**src/rtl/move_selector_pkg.sv**
```systemverilog
// Shared definitions for the move selector: FSM state codes, piece encoding
// constants and small square/coordinate helpers.
package move_selector_pkg;

  // FSM state codes; these two bits appear directly on moveData[13:12].
  typedef enum logic [1:0] {
    ST_PICK_SRC = 2'b00,
    ST_PICK_DST = 2'b01,
    ST_ISSUE    = 2'b10,
    ST_UNUSED   = 2'b11
  } selState_t;

  // Piece nibble layout: [3] colour (1 = black), [2:0] type, 4'h0 = empty.
  localparam int        COLOUR_BIT = 3;
  localparam logic [3:0] EMPTY     = 4'h0;

  // Button vector positions inside move_selector.
  localparam int BTN_C = 0;
  localparam int BTN_U = 1;
  localparam int BTN_D = 2;
  localparam int BTN_L = 3;
  localparam int BTN_R = 4;
  localparam int NUM_BTN = 5;

  // Row and column of a 0..63 square index (index = row*8 + col).
  function automatic logic [2:0] sqRow(input logic [5:0] sq);
    return sq[5:3];
  endfunction

  function automatic logic [2:0] sqCol(input logic [5:0] sq);
    return sq[2:0];
  endfunction

  // One step along a row or column; wraps modulo 8 or saturates at the edge.
  function automatic logic [2:0] stepCoord(input logic [2:0] coord,
                                           input logic       inc,
                                           input logic       wrapEn);
    logic [2:0] result;
    result = coord;
    if (inc) begin
      if (coord != 3'd7 || wrapEn) result = coord + 3'd1;
    end else begin
      if (coord != 3'd0 || wrapEn) result = coord - 3'd1;
    end
    return result;
  endfunction

  // A piece belongs to the side to move when it is present and its colour matches.
  function automatic logic isOwnPiece(input logic [3:0] piece, input logic turn);
    return (piece != EMPTY) && (piece[COLOUR_BIT] == turn);
  endfunction

endpackage

```
**src/rtl/move_selector_rise_detect.sv**
```systemverilog
// Rising-edge detector for one debounced button level. The previous-level
// register resets high so a button held through reset never produces a pulse.
module rise_detect (
  input  logic clk,
  input  logic reset,
  input  logic level,
  output logic pulse
);

  logic prevLevel;

  // Remember last cycle's level; forced high in reset to mask held buttons.
  always_ff @(posedge clk) begin
    if (reset) prevLevel <= 1'b1;
    else       prevLevel <= level;
  end

  assign pulse = level & ~prevLevel;

endmodule

```
**src/rtl/move_selector.sv**
```systemverilog
// Cursor/selection front end for the chess game logic. Turns button presses
// into an 8x8 cursor, a source/destination pick and a valid/ready move request,
// and exports {state, src, cursor} for the VGA highlight painter.
//
// state       | meaning
// ------------+-----------------------------------------------------------
// ST_PICK_SRC | cursor moves; centre on an own piece selects it as source
// ST_PICK_DST | cursor moves; centre picks dest, reselects, or cancels
// ST_ISSUE    | move_valid high, buttons ignored until move_ready
// ST_UNUSED   | never entered on purpose; recovers to ST_PICK_SRC
module move_selector
  import move_selector_pkg::*;
#(
  parameter bit         WRAP     = 1'b1,
  parameter logic [5:0] RESET_SQ = 6'd52
) (
  input  logic         clk,
  input  logic         reset,
  input  logic         btnc,
  input  logic         btnu,
  input  logic         btnd,
  input  logic         btnl,
  input  logic         btnr,
  input  logic [255:0] board,
  input  logic         turn,
  output logic         move_valid,
  output logic [5:0]   move_src,
  output logic [5:0]   move_dst,
  input  logic         move_ready,
  output logic         reject,
  output logic [13:0]  move_data
);

  logic [NUM_BTN-1:0] btnLevel;
  logic [NUM_BTN-1:0] btnPress;

  selState_t  state;
  logic [5:0] cursor;
  logic [5:0] srcSq;
  logic [5:0] dstSq;
  logic       moveValid;
  logic       rejectPulse;

  logic [7:0] pieceBit;
  logic [3:0] pieceAtCursor;
  logic       ownAtCursor;
  logic       centrePress;
  logic [3:0] dirPress;
  logic [2:0] nextRow;
  logic [2:0] nextCol;
  logic [5:0] nextCursor;

  assign btnLevel[BTN_C] = btnc;
  assign btnLevel[BTN_U] = btnu;
  assign btnLevel[BTN_D] = btnd;
  assign btnLevel[BTN_L] = btnl;
  assign btnLevel[BTN_R] = btnr;

  for (genvar b = 0; b < NUM_BTN; b++) begin : g_rise
    rise_detect uRise (
      .clk   (clk),
      .reset (reset),
      .level (btnLevel[b]),
      .pulse (btnPress[b])
    );
  end

  assign centrePress = btnPress[BTN_C];
  assign dirPress    = {btnPress[BTN_R], btnPress[BTN_L], btnPress[BTN_D], btnPress[BTN_U]};

  assign pieceBit      = {cursor, 2'b00};
  assign pieceAtCursor = board[pieceBit +: 4];
  assign ownAtCursor   = isOwnPiece(pieceAtCursor, turn);

  // Cursor step for exactly one direction press; simultaneous directions cancel out.
  always_comb begin
    nextRow = sqRow(cursor);
    nextCol = sqCol(cursor);
    case (dirPress)
      4'b0001: nextRow = stepCoord(sqRow(cursor), 1'b0, WRAP);
      4'b0010: nextRow = stepCoord(sqRow(cursor), 1'b1, WRAP);
      4'b0100: nextCol = stepCoord(sqCol(cursor), 1'b0, WRAP);
      4'b1000: nextCol = stepCoord(sqCol(cursor), 1'b1, WRAP);
      default: ;
    endcase
    nextCursor = {nextRow, nextCol};
  end

  // Selection FSM; a centre press takes priority over any direction press.
  always_ff @(posedge clk) begin
    if (reset) begin
      state       <= ST_PICK_SRC;
      cursor      <= RESET_SQ;
      srcSq       <= 6'd0;
      dstSq       <= 6'd0;
      moveValid   <= 1'b0;
      rejectPulse <= 1'b0;
    end else begin
      rejectPulse <= 1'b0;
      case (state)
        ST_PICK_SRC: begin
          if (centrePress) begin
            if (ownAtCursor) begin
              srcSq <= cursor;
              state <= ST_PICK_DST;
            end else begin
              rejectPulse <= 1'b1;
            end
          end else begin
            cursor <= nextCursor;
          end
        end
        ST_PICK_DST: begin
          if (centrePress) begin
            if (cursor == srcSq) begin
              state <= ST_PICK_SRC;
            end else if (ownAtCursor) begin
              srcSq <= cursor;
            end else begin
              dstSq     <= cursor;
              moveValid <= 1'b1;
              state     <= ST_ISSUE;
            end
          end else begin
            cursor <= nextCursor;
          end
        end
        ST_ISSUE: begin
          if (moveValid && move_ready) begin
            moveValid <= 1'b0;
            state     <= ST_PICK_SRC;
          end
        end
        default: begin
          moveValid <= 1'b0;
          state     <= ST_PICK_SRC;
        end
      endcase
    end
  end

  assign move_valid = moveValid;
  assign move_src   = srcSq;
  assign move_dst   = dstSq;
  assign reject     = rejectPulse;
  assign move_data  = {state, srcSq, cursor};

endmodule

```
**config.mk**
```make
export PLATFORM = sky130hd
export DESIGN_NAME = move_selector
export DESIGN_NICKNAME = d
export VERILOG_FILES = /design/src/rtl/move_selector_pkg.sv /design/src/rtl/move_selector_rise_detect.sv /design/src/rtl/move_selector.sv
export SDC_FILE = /design/constraint.sdc
export NUM_CORES = 1
export LEC_CHECK = 0
export CORE_AREA = 5 5 112 114
export CTS_CLUSTER_DIAMETER = 80
export DETAILED_ROUTE_END_ITERATION = 10
export DIE_AREA = 0 0 117 119
export PLACE_DENSITY_LB_ADDON = 0.3
export SYNTH_ARGS = -nofsm -noshare
export SYNTH_HDL_FRONTEND = slang
export SYNTH_SLANG_ARGS = --single-unit
```
**constraint.sdc**
```tcl
create_clock -name clk -period 4 [get_ports clk]
set_input_delay 0.8 -clock clk [delete_from_list [all_inputs] [get_ports clk]]
set_output_delay 0.8 -clock clk [all_outputs]
set_load 0.02 [all_outputs]
```
Word level (Yosys, flattened, before mapping)

Index checks and enable logic that the tools add are counted.

Output and inout bits: 28
Word-level logic and storage cells: 81
Register bits: 27

Bitwise operators: 14
Equality and inequality tests: 15
Shift operators: 1
$add $sub $neg: 4
Reductions and logical operators: 15
Multiplexer cells: 20

Operator list:

| operator                                             | count |
|---|---|
| variable part select 256 x 9 -> 4 bit                | 1 |
| 2-to-1 mux 6 bit                                     | 4 |
| 2-to-1 mux 2 bit                                     | 6 |
| != test 2 bit (second input constant)                | 6 |
| one-hot mux 3 bit (2 select lines)                   | 2 |
| one-hot mux 6 bit (2 select lines)                   | 1 |
| AND reduction 5 bit                                  | 2 |
| inverter 1 bit                                       | 9 |
| AND reduction 4 bit                                  | 2 |
| adder 3 x 1 -> 3 bit (second input constant)         | 2 |
| equality test 6 bit                                  | 1 |
| one-hot mux 2 bit (3 select lines)                   | 1 |
| AND reduction 3 bit                                  | 2 |
| nonzero test 2 bit                                   | 3 |
| subtractor 3 x 1 -> 3 bit (second input constant)    | 2 |
| AND 1 bit                                            | 5 |
| 2-to-1 mux 1 bit                                     | 5 |
| equality test 4 x 1 -> 1 bit (second input constant) | 1 |
| equality test 4 x 2 -> 1 bit (second input constant) | 1 |
| equality test 4 x 3 -> 1 bit (second input constant) | 1 |
| equality test 4 bit (second input constant)          | 1 |
| nonzero test 4 bit                                   | 1 |
| != test 3 bit (second input constant)                | 1 |
| one-hot mux 1 bit (3 select lines)                   | 1 |
| 7 further kinds                                      | 8 |

Longest topological paths before layout

Gate-level depths: netlist of the first run.

Depth in word-level cells: 7
Depth in mapped cells: 12
Gate-level depth less buffers: 8

Modules after synthesis

Synthesis of the first run repeated with hierarchy kept, for this count alone.

Cells, all modules: 342
Area total of the unflattened synthesis: 3,128.0 um^2

By module, submodules not included:

| module        | times used | seq. area each (um^2) | cells each | area each (um^2) |
|---|---|---|---|---|
| move_selector | 1          | 440.4                 | 327        | 2,965.3 |
| rise_detect   | 5          | 20.0                  | 3          | 32.5 |

Worst setup path before layout of the first run

No wires, ideal clock.

Kind: reg2reg
Start: reg cursor[1]
End: reg srcSq[0] (netlist: move_src[0])
Path slack: 0.863 ns
Data arrival time: 3.018 ns
Cell stages (with the launch flop): 11
Path buffers: 3
Clock period less this slack: 3.137 ns
Cell sequence: dfxtp_1 -> buf_6 -> buf_12 -> mux4_1 -> mux4_2 -> mux2i_1 -> xnor2_1 -> and2_4 -> or4_1 -> buf_4 -> mux2i_1

Word-level cells in the longest chain between the ends: 7
Elaborated cells between the ends (all ways): 12
Those cells by class: eq/ne: 3; shift: 1; mux: 5; reduce/logical: 3

Ends and longest elaborated chain:

| what                                                      | RTL line                | text |
|---|---|---|
| start: declaration                                        | move_selector.sv:38     | `logic [5:0] cursor;` |
| start signal: assignment                                  | move_selector.sv:110    | `cursor <= nextCursor;` |
| start signal: assignment                                  | move_selector.sv:125    | `cursor <= nextCursor;` |
| variable part select 256 x 9 -> 4 bit                     | move_selector.sv:72     | `assign pieceAtCursor = board[pieceBit +: 4];` |
| nonzero test 4 bit or equality test 1 bit (tied branches) | move_selector_pkg.sv:50 | `return (piece != EMPTY) && (piece[COLOUR_BIT] == turn);` |
| logical AND 1 bit                                         | move_selector_pkg.sv:50 |  |
| 2-to-1 mux 6 bit (3 in series)                            | -                       |  |
| one-hot mux 6 bit (2 select lines)                        | -                       |  |
| end signal: assignment                                    | move_selector.sv:104    | `srcSq <= cursor;` |
| end signal: assignment                                    | move_selector.sv:118    | `srcSq <= cursor;` |
| end: declaration                                          | move_selector.sv:39     | `logic [5:0] srcSq;` |

Parallel ways exist; a longest one is shown, timed or not. The select of a mux whose other input is x is not followed.
A chain may end at the register's enable or synchronous reset.

Final worst setup path of the first run

Start: in board[84]
End: reg srcSq[2] (netlist: move_src[2])

Word-level cells in the longest chain between the ends: 7
Elaborated cells between the ends (all ways): 8
Those cells by class: shift: 1; mux: 5; reduce/logical: 2

Ends and longest elaborated chain:

| what                                    | RTL line                | text |
|---|---|---|
| start: declaration                      | move_selector.sv:24     | `input logic [255:0] board,` |
| variable part select 256 x 9 -> 4 bit * | move_selector.sv:72     |  |
| nonzero test 4 bit *                    | move_selector_pkg.sv:50 |  |
| logical AND 1 bit *                     | move_selector_pkg.sv:50 |  |
| 2-to-1 mux 6 bit *                      | -                       |  |
| 2-to-1 mux 6 bit (2 in series)          | -                       |  |
| one-hot mux 6 bit (2 select lines) *    | -                       |  |

Mark *: on every way between the ends. The rest lies on a longest branch, timed or not. The select of a mux whose other input is x is not followed.

==> flow_metrics.env, run 1 <==
export IMPL_fp_dieArea_mm2=0.01392
export IMPL_hold_buffers=0
export IMPL_cts_tree="built"
export IMPL_relSlewSlack_pct=38.42
export IMPL_nets=930
export IMPL_ctsResizeCount=0
export IMPL_io_buffers=292
export IMPL_drc=0
export IMPL_hold_ws_ps=477.0
export IMPL_reg2regPathDepth=9
export IMPL_boundaryPins=293
export IMPL_crit_type="in2reg"
export IMPL_synth_edff_count=0
export IMPL_cts_made_buffers=3
export IMPL_synth_flop_cell="dfxtp_1"
export IMPL_synth_area_top_cells="mux4_2, dfxtp_1, nor2_1"
export IMPL_p_leak_nw=2.344
export IMPL_cp_end_kind="flop"
export IMPL_min_from="move_valid"
export IMPL_clock_latency_ps=260
export IMPL_ir_drop_uv=177.9
export IMPL_track_usage_pct=22.08
export IMPL_busiest_layer="met2"
export IMPL_globalplace_congestion=0.9008
export IMPL_clockRootBuffer="clkbuf_16"
export IMPL_met3_usage_pct=4.767
export IMPL_grt_use_met2_pct=40.50
export IMPL_cap_violations=0
export IMPL_async_flop_share_pct=0
export IMPL_grt_ovfl_total=0
export IMPL_ys_warn_count=0
export IMPL_synth_top_cell_by_area="mux4_2"
export IMPL_synth_common_cells="nor2_1, nor3_1, dfxtp_1, mux4_2, o21ai_0"
export IMPL_final_core_util_pct=56.49
export IMPL_wire_per_inst_um=20.35
export IMPL_htree_levels=1
export IMPL_slowest_stage="or4_1"
export IMPL_cp_required_ps=4180
export IMPL_final_hold_violation_count=0
export IMPL_synth_area_mm2=0.003332
export IMPL_syn_to_final_growth_pct=91.93
export IMPL_setup_viol=0
export IMPL_grt_max_degree=34
export IMPL_path_cells="clkdlybuf4s50_1, o311ai_0, o21ai_0, o21ai_0, a21oi_1, or4_1, o41ai_2, or4_1, mux2i_1"
export IMPL_synth_most_common_cell="nor2_1"
export IMPL_core_mm2=0.01132
export IMPL_fillCellCount=1035
export IMPL_avgSynthCellArea_um2=8.478
export IMPL_worst_pin_slew_ps=920.8
export IMPL_die_x_um=117
export IMPL_ant_nets=0
export IMPL_max_freq_mhz=278.6
export IMPL_clkSinkCount=27
export IMPL_antenna_found_initial=0
export IMPL_rr_startpoint="cursor[1]"
export IMPL_rsz0062_at_grt="no"
export IMPL_ys_seq_elements=27
export IMPL_clkSlewWorstSetupHoldPaths_ps=60
export IMPL_multi_input_area_mm2=0.002561
export IMPL_layout_drive_gt1_share_pct=8.761
export IMPL_initial_utilization_pct=29.43
export IMPL_fin_crit_ps=3590
export IMPL_grt_pass1_vias=4466
export IMPL_yosysSeqAreaShare_pct=16.22
export IMPL_area_sequential_um2=544.3
export IMPL_vias=4337
export IMPL_holdPathEnd="move_valid"
export IMPL_clock_skew_ps=1.447
export IMPL_syn_num_nets=660
export IMPL_cts_path_max_buffers=2
export IMPL_hp_class="reg2reg"
export IMPL_r2r_end="move_src[2]"
export IMPL_slowest_delay_ps=510
export IMPL_post_cts_buffers=0
export IMPL_slew_violations=0
export IMPL_core_rowCount=39
export IMPL_viasPerCell=5.388
export IMPL_setup_tns_ps=0
export IMPL_wirelength_um=16380
export IMPL_crit_path_start_kind="input pin"
export IMPL_dp_hpwl_um=14240
export IMPL_die_y_um=119
export IMPL_fin_total_pwr_mw=1.226
export IMPL_cp_data_arrival_time_ps=3770
export IMPL_powerDensity_mw_per_mm2=191.8
export IMPL_grtUsageMet1_pct=27.16
export IMPL_postSynthCellCount=393
export IMPL_cp_max_fo=7
export IMPL_post_route_period_util_pct=89.75
export IMPL_r2r_slack_ps=490
export IMPL_hold_depth=2
export IMPL_ys_types=49
export IMPL_drt_iter0_drc=219
export IMPL_crit_start="board[84]"
export IMPL_grt_pass1_wl_um=24110
export IMPL_first_pass_iters=5
export IMPL_synthDominantCellAreaShare_pct=18.25
export IMPL_status="complete, no violations"
export IMPL_antenna_cells=0
[logic make-up (layout without fill, tap and decap cells)]
group,after synthesis,count (layout),share of synthesized area (%)
mux,50,50,28.65
flops,27,27,16.22
fa+ha+maj,2,2,1.202
compound gates,92,92,18.33
simple gates,164,164,25.27
buf+inv,45,314,6.909
xor+xnor,13,13,3.417
[per-layer routing]
layer / share of wire [%] / vias up
met5: 0 / -
li1: - / 2049
met2: 52 / 233
met4: 0.88 / 0
met1: 37 / 2043
met3: 10 / 12
[where the power goes]
group	leakage [nW]	internal, mW	switching [mW]
clock	0.0382	0.136	0.0906
combinational	2.09	0.431	0.246
sequential	0.221	0.282	0.0397
[worst max path at each step]
| stage | end | slack, ps |
|---|---|---|
| after global placement | move_src[5] | 170 |
| after global routing | move_src[2] | 230 |
| after detailed placement | move_src[2] | 140 |
| after CTS | move_src[2] | 420 |
| after floorplan | move_src[0] | 860 |
| final | move_src[2] | 410 |
[flip-flops by register name (all words and copies together) (netlist names)]
register / count
reject: 1
state: 2
move_src: 6
move_dst: 6
g_rise.uRise.prevLevel: 5
move_valid: 1
cursor: 6
[worst max-delay path, delay by kind of cell]
kind	cells	cell delay [ps]
buffers and inverters	1	390
AND/OR/NAND/NOR	2	900
multiplexers	1	250
AO/OA/AOI/OAI	5	1420
[cell type report]
cell class	instances	share of cell area (%)
repair buffers	303	47.00
clock buffers	4	1.233
inverters	7	0.4109
flip-flops and latches	27	8.511
well taps	143	2.798
multi-input cells	321	40.05
[through the flow]
step | instance area (um2) | setup WS [ps] | instances
floorplan | 3332 | 862.5 | 393
global placement | 6316 | 170.3 | 801
detailed placement | 6316 | 137.9 | 801
CTS | 6395 | 417.3 | 805
global route | 6395 | 231.9 | 805
finish | 6395 | 410.2 | 805
[layout by cell type (no fill, tap or decap), drive strengths merged, types with 2 or more instances in the layout]
cell,synthesis,routed
a22oi,3,3
clkbuf,15,4
a211oi,8,8
or3b,2,2
o22ai,7,7
o311ai,10,10
dfxtp,27,27
mux2i,14,14
inv,5,5
o31ai,6,6
nand3b,2,2
nand3,11,11
or3,4,4
nand2,10,10
xnor2,10,10
xor2,3,3
a31oi,2,2
o21ai,26,26
clkdlybuf4s50,0,292
a21oi,16,16
buf,23,11
mux2,2,2
nor2b,7,7
or2,7,7
nor3,29,29
nor4,3,3
nand2b,23,23
or4,8,8
clkinv,2,2
o32ai,6,6
fa,2,2
o41ai,2,2
mux4,34,34
nor2,54,54
Note: power is estimated with default switching activity, not from simulation.
==> inputs of run 2 (changes only) <==
--- a/config.mk
+++ b/config.mk
@@ -5,10 +5,12 @@
 export SDC_FILE = /design/constraint.sdc
 export NUM_CORES = 1
 export LEC_CHECK = 0
-export CORE_AREA = 5 5 112 114
+export CELL_PAD_IN_SITES_DETAIL_PLACEMENT = 0
+export CELL_PAD_IN_SITES_GLOBAL_PLACEMENT = 1
+export CORE_MARGIN = 5
+export CORE_UTILIZATION = 21
 export CTS_CLUSTER_DIAMETER = 80
 export DETAILED_ROUTE_END_ITERATION = 10
-export DIE_AREA = 0 0 117 119
 export PLACE_DENSITY_LB_ADDON = 0.3
 export SYNTH_ARGS = -nofsm -noshare
 export SYNTH_HDL_FRONTEND = slang
==> flow_metrics.env, run 2 (synthesized netlist as in run 1, its figures left out) <==
export IMPL_seqPwrFrac_pct=26.3
export IMPL_fillCellCount=1582
export IMPL_place_ws_ps=47.94
export IMPL_cap_violations=0
export IMPL_cp_required_ps=4130
export IMPL_layout_commonest_cell="clkdlybuf4s50_1"
export IMPL_relSlewSlack_pct=34.63
export IMPL_nets=931
export IMPL_p_comb_share_pct=55.1
export IMPL_fin_crit_ps=3652
export IMPL_hold_ws_ps=473.2
export IMPL_cp_data_arrival_time_ps=3780
export IMPL_track_usage_pct=17.32
export IMPL_grt_ovfl_total=0
export IMPL_dp_hpwl_um=14980
export IMPL_layout_drive_gt1_share_pct=9.050
export IMPL_initial_utilization_pct=21.21
export IMPL_globalplace_congestion=0.9129
export IMPL_post_route_period_util_pct=91.29
export IMPL_boundaryPins=293
export IMPL_rsz0062_at_grt="no"
export IMPL_final_hold_violation_count=0
export IMPL_p_sw_mw=0.3875
export IMPL_cts_path_max_buffers=2
export IMPL_clock_latency_ps=260
export IMPL_setup_viol=0
export IMPL_area_sequential_um2=544.3
export IMPL_p_leak_nw=2.354
export IMPL_ant_nets=0
export IMPL_htree_levels=1
export IMPL_io_buffers=292
export IMPL_clkSlewWorstSetupHoldPaths_ps=70
export IMPL_cp_max_fo=15
export IMPL_ctsResizeCount=0
export IMPL_die_y_um=136.0
export IMPL_core_mm2=0.01571
export IMPL_grt_pass1_wl_um=24910
export IMPL_clockRootBuffer="clkbuf_16"
export IMPL_crit_path_start_kind="input pin"
export IMPL_cts_tree="built"
export IMPL_hold_depth=2
export IMPL_syn_to_final_growth_pct=95.31
export IMPL_die_x_um=136.0
export IMPL_p_int_mw=0.8518
export IMPL_status="complete, no violations"
export IMPL_switching_share_pct=31.27
export IMPL_antenna_found_initial=0
export IMPL_worst_pin_slew_ps=977.4
export IMPL_crit_type="in2reg"
export IMPL_ir_drop_uv=156.6
export IMPL_layout_common_cells="clkdlybuf4s50_1, nor2_1, nor3_1"
export IMPL_reg2regPathDepth=7
export IMPL_multi_input_area_mm2=0.002561
export IMPL_max_freq_mhz=273.8
export IMPL_first_pass_iters=4
export IMPL_vias=4273
export IMPL_wirelength_um=17230
export IMPL_drc=0
export IMPL_antenna_cells=0
export IMPL_hp_class="reg2reg"
export IMPL_post_cts_buffers=0
export IMPL_cts_made_buffers=3
export IMPL_hold_buffers=0
export IMPL_clock_skew_ps=4.937
export IMPL_fin_total_pwr_mw=1.239
export IMPL_cp_end_kind="flop"
export IMPL_drt_iter0_drc=208
export IMPL_powerDensity_mw_per_mm2=190.4
export IMPL_clkSinkCount=27
export IMPL_wire_per_inst_um=19.60
export IMPL_core_rowCount=46
export IMPL_fp_dieArea_mm2=0.01849
export IMPL_slew_violations=0
export IMPL_fin_ws_ps=348.3
export IMPL_power_frac_clock_pct=18.5
export IMPL_grt_pass1_vias=4466
export IMPL_setup_tns_ps=0
export IMPL_grt_max_degree=36
export IMPL_viasPerCell=4.861
## run 2: cell types whose count changed in the layout (fill, tap and decap cells not counted), sizes merged
cell	change
buf	+1
clkbuf	-1
clkinv	+1
## run 2: through the flow
step	util [%]	cell area (um2)	instances
2_1_floorplan	-	3332	393
3_3_place_gp	40.91	6427	875
3_5_place_dp	40.91	6427	875
4_1_cts	41.42	6507	879
5_1_grt	41.42	6507	879
6_report	41.42	6507	879
## run 2: final timing paths
path | startpoint | to | slack, ps
setup / recovery | board[235] | move_src[4] | 350
hold / removal | move_valid | move_valid | 470
setup reg to reg | cursor[1] | move_src[4] | 420
hold reg to reg | move_valid | move_valid | 470
## run 2: metal layers
layer | global-route usage [%] | wire length [um] | up-vias
met5 | 0 | 0 | -
met4 | 1.904 | 138 | 0
met3 | 3.257 | 1121 | 8
met2 | 32.22 | 9111 | 177
met1 | 21.38 | 6859 | 2039
li1 | - | - | 2049
## run 2: final cells by class
| type | count | area share, % |
|---|---|---|
| clock inverters | 1 | 0.07691 |
| inverters | 7 | 0.4038 |
| clock buffers | 3 | 1.154 |
| multi-input cells | 321 | 39.36 |
| repair buffers | 304 | 46.49 |
| flip-flops and latches | 27 | 8.364 |
| well taps | 216 | 4.153 |
## run 2: power by group through the flow
| stage | Sequential (mW) | Clock (mW) | Combinational, mW |
|---|---|---|---|
| 6_report | 0.326 | 0.230 | 0.683 |
| 3_3_place_gp | 0.335 | 0 | 0.681 |
| 2_1_floorplan | 0.310 | 0 | 0.335 |
| 5_1_grt | 0.333 | 0.246 | 0.740 |
| 4_1_cts | 0.329 | 0.236 | 0.691 |
| 3_5_place_dp | 0.336 | 0 | 0.688 |
## run 2: critical path: stages
cell	delay, ps
clkdlybuf4s50_1	410
mux4_1	530
mux4_2	490
mux2i_1	310
xnor2_1	100
and2_4	210
or4_1	730
mux2i_1	190
==> inputs of run 3 (changes only) <==
--- a/config.mk
+++ b/config.mk
@@ -11,6 +11,7 @@
 export CORE_UTILIZATION = 21
 export CTS_CLUSTER_DIAMETER = 80
 export DETAILED_ROUTE_END_ITERATION = 10
+export GPL_TIMING_DRIVEN = 1
 export PLACE_DENSITY_LB_ADDON = 0.3
 export SYNTH_ARGS = -nofsm -noshare
 export SYNTH_HDL_FRONTEND = slang
==> results of run 3 <==
No change in the layout: final DEF, timing and power equal those of run 2.
